## src/rtl/mux8_arbiter_pkg.sv

```systemverilog
// -----------------------------------------------------------------------------
// mux8_arbiter_pkg
// Shared types and constants for the round-robin arbiter that owns the 8:1
// single-bit select path (mux8_1) of the MIPS datapath.
//   N_REQ / IDX_W : requester count and the width of a requester index
//   CNT_W         : width of the hold counter (covers hold limits up to 255)
//   state_t       : arbiter FSM encoding (ST_IDLE / ST_OWN)
//   onehot()      : index -> one-hot grant vector
// -----------------------------------------------------------------------------
package mux8_arbiter_pkg;

  localparam int N_REQ = 8;
  localparam int IDX_W = 3;
  localparam int CNT_W = 8;

  typedef logic [N_REQ-1:0] req_vec_t;
  typedef logic [IDX_W-1:0] idx_t;
  typedef logic [CNT_W-1:0] cnt_t;

  typedef enum logic {
    ST_IDLE = 1'b0,
    ST_OWN  = 1'b1
  } state_t;

  function automatic req_vec_t onehot(input idx_t idx);
    onehot = req_vec_t'(1) << idx;
  endfunction

endpackage

```

## src/rtl/mux8_arbiter_if.sv

```systemverilog
// -----------------------------------------------------------------------------
// mux8_arbiter_if
// Bundle of the requester-facing and mux-facing signals of mux8_arbiter.
//   req[7:0]   : per-requester level request        (requester -> arbiter)
//   done       : current owner has finished         (requester -> arbiter)
//   grant[7:0] : one-hot grant, zero when no owner  (arbiter -> requesters)
//   select[2:0]: mux select, index of the owner     (arbiter -> mux8_1)
//   busy       : a grant is currently held          (arbiter -> system)
//   timeout    : one-cycle pulse on forced release  (arbiter -> system)
// Modports: master = requester pool side, slave = arbiter side.
// -----------------------------------------------------------------------------
interface mux8_arbiter_if;
  import mux8_arbiter_pkg::*;

  req_vec_t req;
  logic     done;
  req_vec_t grant;
  idx_t     select;
  logic     busy;
  logic     timeout;

  modport master (
    output req,
    output done,
    input  grant,
    input  select,
    input  busy,
    input  timeout
  );

  modport slave (
    input  req,
    input  done,
    output grant,
    output select,
    output busy,
    output timeout
  );

endinterface

```

## src/rtl/mux8_arbiter_rr_pick8.sv

```systemverilog
// -----------------------------------------------------------------------------
// rr_pick8
// Purely combinational round-robin picker: returns the first set bit of req
// scanning circularly from ptr (ptr, ptr+1, ..., ptr+7 mod 8).
//   req[7:0] : candidate requests
//   ptr[2:0] : highest-priority position
//   found    : at least one request is set
//   idx[2:0] : chosen index (0 when nothing is found)
// -----------------------------------------------------------------------------
module rr_pick8
  import mux8_arbiter_pkg::*;
(
  input  req_vec_t req,
  input  idx_t     ptr,
  output logic     found,
  output idx_t     idx
);

  // rot[k] is the request at circular distance k from ptr, so the lowest set
  // bit of rot is the winner and its position is the offset to add back.
  req_vec_t rot;
  idx_t     offset;

  genvar gi;
  generate
    for (gi = 0; gi < N_REQ; gi++) begin : g_rot
      assign rot[gi] = req[ptr + idx_t'(gi)];
    end
  endgenerate

  always_comb begin
    offset = '0;
    // Descending loop: the last hit written is the lowest set position.
    for (int k = N_REQ - 1; k >= 0; k--) begin
      if (rot[k]) begin
        offset = idx_t'(k);
      end
    end
  end

  assign found = |req;
  assign idx   = found ? (ptr + offset) : '0;

endmodule

```

## src/rtl/mux8_arbiter.sv

```systemverilog
// -----------------------------------------------------------------------------
// mux8_arbiter
// Round-robin arbiter/sequencer for the shared 8:1 select path. One requester
// owns the mux at a time; the grant is held until the owner signals done,
// drops its request, or reaches MAX_HOLD cycles, after which priority rotates
// so the served requester becomes the lowest priority.
//   MAX_HOLD : cycles a grant may be held before forced release (0 = no limit,
//              legal range 0..255)
//   clk      : rising-edge clock
//   rst_n    : asynchronous active-low reset
//   bus      : mux8_arbiter_if.slave (req, done in; grant, select, busy,
//              timeout out -- all outputs registered)
// -----------------------------------------------------------------------------
module mux8_arbiter
  import mux8_arbiter_pkg::*;
#(
  parameter int MAX_HOLD = 16
) (
  input  logic           clk,
  input  logic           rst_n,
  mux8_arbiter_if.slave  bus
);

  // Hold limit: release happens on the OWN cycle where the counter shows
  // MAX_HOLD-1, so the grant is visible for exactly MAX_HOLD cycles.
  localparam bit   HOLD_EN   = (MAX_HOLD != 0);
  localparam cnt_t HOLD_LAST = (MAX_HOLD == 0) ? cnt_t'(0) : cnt_t'(MAX_HOLD - 1);
  localparam cnt_t CNT_MAX   = '1;

  state_t   state_reg,    state_next;
  idx_t     ptr_reg,      ptr_next;
  cnt_t     hold_cnt_reg, hold_cnt_next;
  req_vec_t grant_reg,    grant_next;
  idx_t     select_reg,   select_next;
  logic     busy_reg,     busy_next;
  logic     timeout_reg,  timeout_next;

  logic     pick_found;
  idx_t     pick_idx;

  // Release causes while owning.
  logic     rel_done;
  logic     rel_withdraw;
  logic     rel_limit;

  rr_pick8 u_pick (
    .req   (bus.req),
    .ptr   (ptr_reg),
    .found (pick_found),
    .idx   (pick_idx)
  );

  assign rel_done     = bus.done;
  assign rel_withdraw = ~bus.req[select_reg];
  assign rel_limit    = HOLD_EN && (hold_cnt_reg == HOLD_LAST);

  always_comb begin
    state_next    = state_reg;
    ptr_next      = ptr_reg;
    hold_cnt_next = hold_cnt_reg;
    grant_next    = grant_reg;
    select_next   = select_reg;
    busy_next     = busy_reg;
    timeout_next  = 1'b0;

    unique case (state_reg)
      ST_IDLE: begin
        if (pick_found) begin
          state_next    = ST_OWN;
          select_next   = pick_idx;
          grant_next    = onehot(pick_idx);
          busy_next     = 1'b1;
          hold_cnt_next = '0;
        end else begin
          // select deliberately keeps its last value while idle.
          grant_next = '0;
          busy_next  = 1'b0;
        end
      end

      ST_OWN: begin
        // New requests are not looked at here: no preemption.
        if (rel_done || rel_withdraw || rel_limit) begin
          state_next   = ST_IDLE;
          grant_next   = '0;
          busy_next    = 1'b0;
          ptr_next     = select_reg + idx_t'(1);
          // done and withdrawal take precedence over the hold limit.
          timeout_next = rel_limit && !rel_done && !rel_withdraw;
        end else if (hold_cnt_reg != CNT_MAX) begin
          hold_cnt_next = hold_cnt_reg + cnt_t'(1);
        end
      end

      default: begin
        state_next = ST_IDLE;
        grant_next = '0;
        busy_next  = 1'b0;
      end
    endcase
  end

  always_ff @(posedge clk or negedge rst_n) begin
    if (!rst_n) begin
      state_reg    <= ST_IDLE;
      ptr_reg      <= '0;
      hold_cnt_reg <= '0;
      grant_reg    <= '0;
      select_reg   <= '0;
      busy_reg     <= 1'b0;
      timeout_reg  <= 1'b0;
    end else begin
      state_reg    <= state_next;
      ptr_reg      <= ptr_next;
      hold_cnt_reg <= hold_cnt_next;
      grant_reg    <= grant_next;
      select_reg   <= select_next;
      busy_reg     <= busy_next;
      timeout_reg  <= timeout_next;
    end
  end

  assign bus.grant   = grant_reg;
  assign bus.select  = select_reg;
  assign bus.busy    = busy_reg;
  assign bus.timeout = timeout_reg;

endmodule

```

## src/flat_wrapper.sv

```systemverilog
// flat-port wrapper written by rule: the top's interface ports become plain ports
module mux8_arbiter_flat import mux8_arbiter_pkg::*;
#(
  parameter int MAX_HOLD = 16
)
  (clk, rst_n, bus_req, bus_done, bus_grant, bus_select, bus_busy, bus_timeout);
  mux8_arbiter_if bus_i ();
  input  logic clk;
  input  logic rst_n;
  input wire logic [$bits(bus_i.req)-1:0] bus_req;
  input wire logic [$bits(bus_i.done)-1:0] bus_done;
  output wire logic [$bits(bus_i.grant)-1:0] bus_grant;
  output wire logic [$bits(bus_i.select)-1:0] bus_select;
  output wire logic [$bits(bus_i.busy)-1:0] bus_busy;
  output wire logic [$bits(bus_i.timeout)-1:0] bus_timeout;
  assign bus_i.req = bus_req;
  assign bus_i.done = bus_done;
  assign bus_grant = bus_i.grant;
  assign bus_select = bus_i.select;
  assign bus_busy = bus_i.busy;
  assign bus_timeout = bus_i.timeout;
  mux8_arbiter #(.MAX_HOLD(MAX_HOLD)) u_core (.clk(clk), .rst_n(rst_n), .bus(bus_i));
endmodule
```

## config.mk

```make
export PLATFORM = sky130hd
export DESIGN_NAME = mux8_arbiter_flat
export DESIGN_NICKNAME = d
export VERILOG_FILES = /design/src/rtl/mux8_arbiter_pkg.sv /design/src/rtl/mux8_arbiter_if.sv /design/src/rtl/mux8_arbiter_rr_pick8.sv /design/src/rtl/mux8_arbiter.sv /design/src/flat_wrapper.sv
export SDC_FILE = /design/constraint.sdc
export NUM_CORES = 1
export LEC_CHECK = 0
export CORE_MARGIN = 8
export CORE_UTILIZATION = 52
export CTS_BUF_LIST = sky130_fd_sc_hd__clkbuf_8
export DETAILED_ROUTE_END_ITERATION = 6
export PLACE_DENSITY_LB_ADDON = 0.2
export SYNTH_ARGS = -nofsm -noshare
export SYNTH_HDL_FRONTEND = slang
export SYNTH_SLANG_ARGS = --single-unit
```

## constraint.sdc

```tcl
create_clock -name clk -period 3.7 [get_ports clk]
set_input_delay 0.555 -clock clk [delete_from_list [all_inputs] [get_ports clk]]
set_output_delay 0.555 -clock clk [all_outputs]
set_load 0.005 [all_outputs]
```

==> results.cfg <==
[outcome]
status = finished clean

[global_routing]
grt_pass1_vias = 1766
antenna_found_initial = 0
grt_use_total = 0.155
gr-total-overflow = 0
grt_max_degree = 26
grt_pass1_wl_um = 8060

[job]
cap_violations = 0

[place]
post_dp_cell_area_um2 = 2440
port_buffers = 23
dpl.hpwl_um = 3760
gp_congestion = 0.870

[floorplan]
die_w_um = 78.3
row_count = 22
core_um2 = 3690
die_area_um2 = 6130
die_h_um = 78.3
io_pins = 24
initial_utilization = 0.547

[finish]
fin_area_um2 = 2630
area_growth_pct = 30.3
nNetsFinal = 270
fill_cells = 267
drive_gt1_frac = 0.317
diodes = 0

[critical_path]
critPathBufInv = 1
cp-end-kind = flip-flop
slowest_delay_ns = 0.52
cp_common_cell = nand3_1
worst-path-max-fanout = 6
critical_path.top_delay_family = simple AND/OR/NAND/NOR gates
critPathKind = input port to flip-flop
start_kind = input port
required_ns = 3.91
crit_chain = clkdlybuf4s50_1, mux2_4, mux4_2, and3b_1, nor2_1, o21bai_1, a21oi_2, ha_2, fa_1, or3_4, nor2_2, nand3_1, nand3_1
arrival_ns = 3.87
crit_path_top_delay_cell = clkdlybuf4s50_1

[detailed_routing]
avgRoutedWirePerCell_um = 16.9
postRouteAntennaNets = 0
drc = 0
vias = 1841
firstDrtPassIters = 4
drt_wl_total_um = 5060
drt_iter0_drc = 133
viasPerCell = 6.14

[clocking]
ctsHoldBuffers = 0
cts_root_buf = clkbuf_8
htree_num_levels = 1
clock_sinks = 25
max-clock-path-buffers = 2
cts_made_buffers = 3
cts_tree = yes
cts.reportedPaths.clkPinSlew_ns = 0.09
insertion_delay_ns = 0.27

[logic_synthesis]
yosysSeqAreaShare = 0.310
synth_ff_type = dfrtp_1
synth_top_area_cell = dfrtp_1
synth_area_leaders = dfrtp_1 31%, mux4_2 11%, nand3_1 5.2%
ys_warn_count = 0
async_flop_share = 1.00
synth_fp_nets = 223
synth.avg_cell_area_um2 = 9.79
synth_top_area_frac = 0.310
synth_cells = 206
synth_cell_type_count = 50
synth_edf_count = 0
syn-cell-area_um2 = 2020
synth_seq_cells = 25

[sta]
max_freq_mhz = 274
fin_skew_ns = 0.0113
rsz0062_at_grt = yes
finalSetupViolations = 0
fin_crit_ns = 3.66
hold_violations = 0
fin_hold_ws_ns = 0.499
worst_slew_pin_slew_ns = 1.12
relSlewSlack = 0.249
setup_tns_ns = 0
maxSlewViolCount = 0
post-route-period-util = 0.988

[pwr]
p_switching_w = 0.00124
pwr-share-seq = 0.159
pwr-share-clk = 0.059
cellLeakagePower_nw = 1.13
comb_power_share = 0.782
p_per_area_nw_per_um2 = 1060
power_switching_share = 0.446
ir_drop_mv = 0.435
p_int_w = 0.00154

[worst_hold_path]
min_path_type = flip-flop to flip-flop
## metrics by stage
step	utilization	setup WS (ns)	instances	power, W
2_1_floorplan	-	-0.0278	206	0.00180
3_3_place_gp	0.663	-0.0780	288	0.00219
3_5_place_dp	0.663	-0.191	288	0.00227
4_1_cts	0.676	0.00764	292	0.00244
5_1_grt	0.713	-0.0621	300	0.00298
6_report	0.713	0.0445	300	0.00278
## layout by cell type (no fill, tap or decap), drive strengths merged, types with 4 or more instances in the layout
cell type	instances
buf	27
nand2	26
dfrtp	25
clkdlybuf4s50	22
nand3	21
nor2	16
mux4	12
a21oi	10
o21ai	9
mux2i	7
mux2	7
and3	6
xor2	6
or3b	5
ha	5
clkbuf	4
## layout make-up
class	count	area (µm²)	share of cell area
flip-flops and latches	25	628	0.239
multi-input cells	169	1430	0.545
clock inverters	1	7.51	0.00286
clock buffers	3	41.3	0.0157
well taps	48	60.1	0.0228
repair buffers	51	444	0.169
inverters	3	13.8	0.00524
## worst register-to-register path, stage by stage (launching register included)
cell	delay, ns
dfrtp_2	0.41
inv_4	0.06
ha_4	0.32
mux2_4	0.32
mux4_2	0.48
and3b_1	0.25
nor2_1	0.05
o21bai_1	0.18
a21oi_2	0.07
ha_2	0.19
fa_1	0.51
or3_4	0.42
nor2_2	0.12
nand3_1	0.08
nand3_1	0.11
## power groups by stage
| stage | clock, W | combinational [W] | sequential (W) |
|---|---|---|---|
| 4_1_cts | 0.000168 | 0.00185 | 0.000426 |
| 6_report | 0.000163 | 0.00218 | 0.000442 |
| 3_5_place_dp | 0 | 0.00184 | 0.000433 |
| 5_1_grt | 0.000181 | 0.00235 | 0.000454 |
| 3_3_place_gp | 0 | 0.00176 | 0.000429 |
| 2_1_floorplan | 0 | 0.00138 | 0.000416 |
## cells by family after synthesis
kind of cell / count (synthesis) / synth area share
simple gates: 91 / 0.231
compound gates: 37 / 0.138
mux: 26 / 0.212
flops: 25 / 0.310
buf+inv: 12 / 0.0292
xor+xnor: 9 / 0.0391
fa+ha+maj: 6 / 0.0409
## metal layers
metal / part of all wire / track usage / up-vias
li1: - / - / 864
met1: 0.41 / 0.189 / 922
met2: 0.54 / 0.278 / 45
met3: 0.031 / 0.0148 / 10
met4: 0.018 / 0.0519 / 0
met5: 0 / 0 / -
## timing repair
action / in CTS / in global routing
resized for setup: 0 / 19
endpoints found under the setup margin: 0 / 9
hold endpoints to repair: 0 / 0
setup buffers: 0 / 8
## Yosys cell counts (4+ instances only)
library cell / n
a21oi_1: 9
xor2_1: 6
dfrtp_1: 25
mux2i_1: 7
or3b_2: 5
mux4_2: 10
ha_1: 5
and3_1: 6
mux2_2: 6
nand2_1: 26
nand3_1: 21
o21ai_0: 9
nor2_1: 16
buf_2: 4
## final timing paths
check / startpoint / end / slack (ns) / cells after the start
min in group asynchronous: rst_n / u_core.hold_cnt_reg[2] / 0.88 / 1
max reg2reg: u_core.ptr_reg[0] / u_core.bus.grant[4] / 0.06 / 14
max in group asynchronous: rst_n / u_core.ptr_reg[2] / 2.08 / 1
min reg2reg: u_core.bus.busy / u_core.bus.busy / 0.50 / 2
min: u_core.bus.busy / u_core.bus.busy / 0.50 / 2
max: bus_req[4] / u_core.bus.grant[4] / 0.04 / 13
Note: power is estimated with default switching activity, not from simulation.
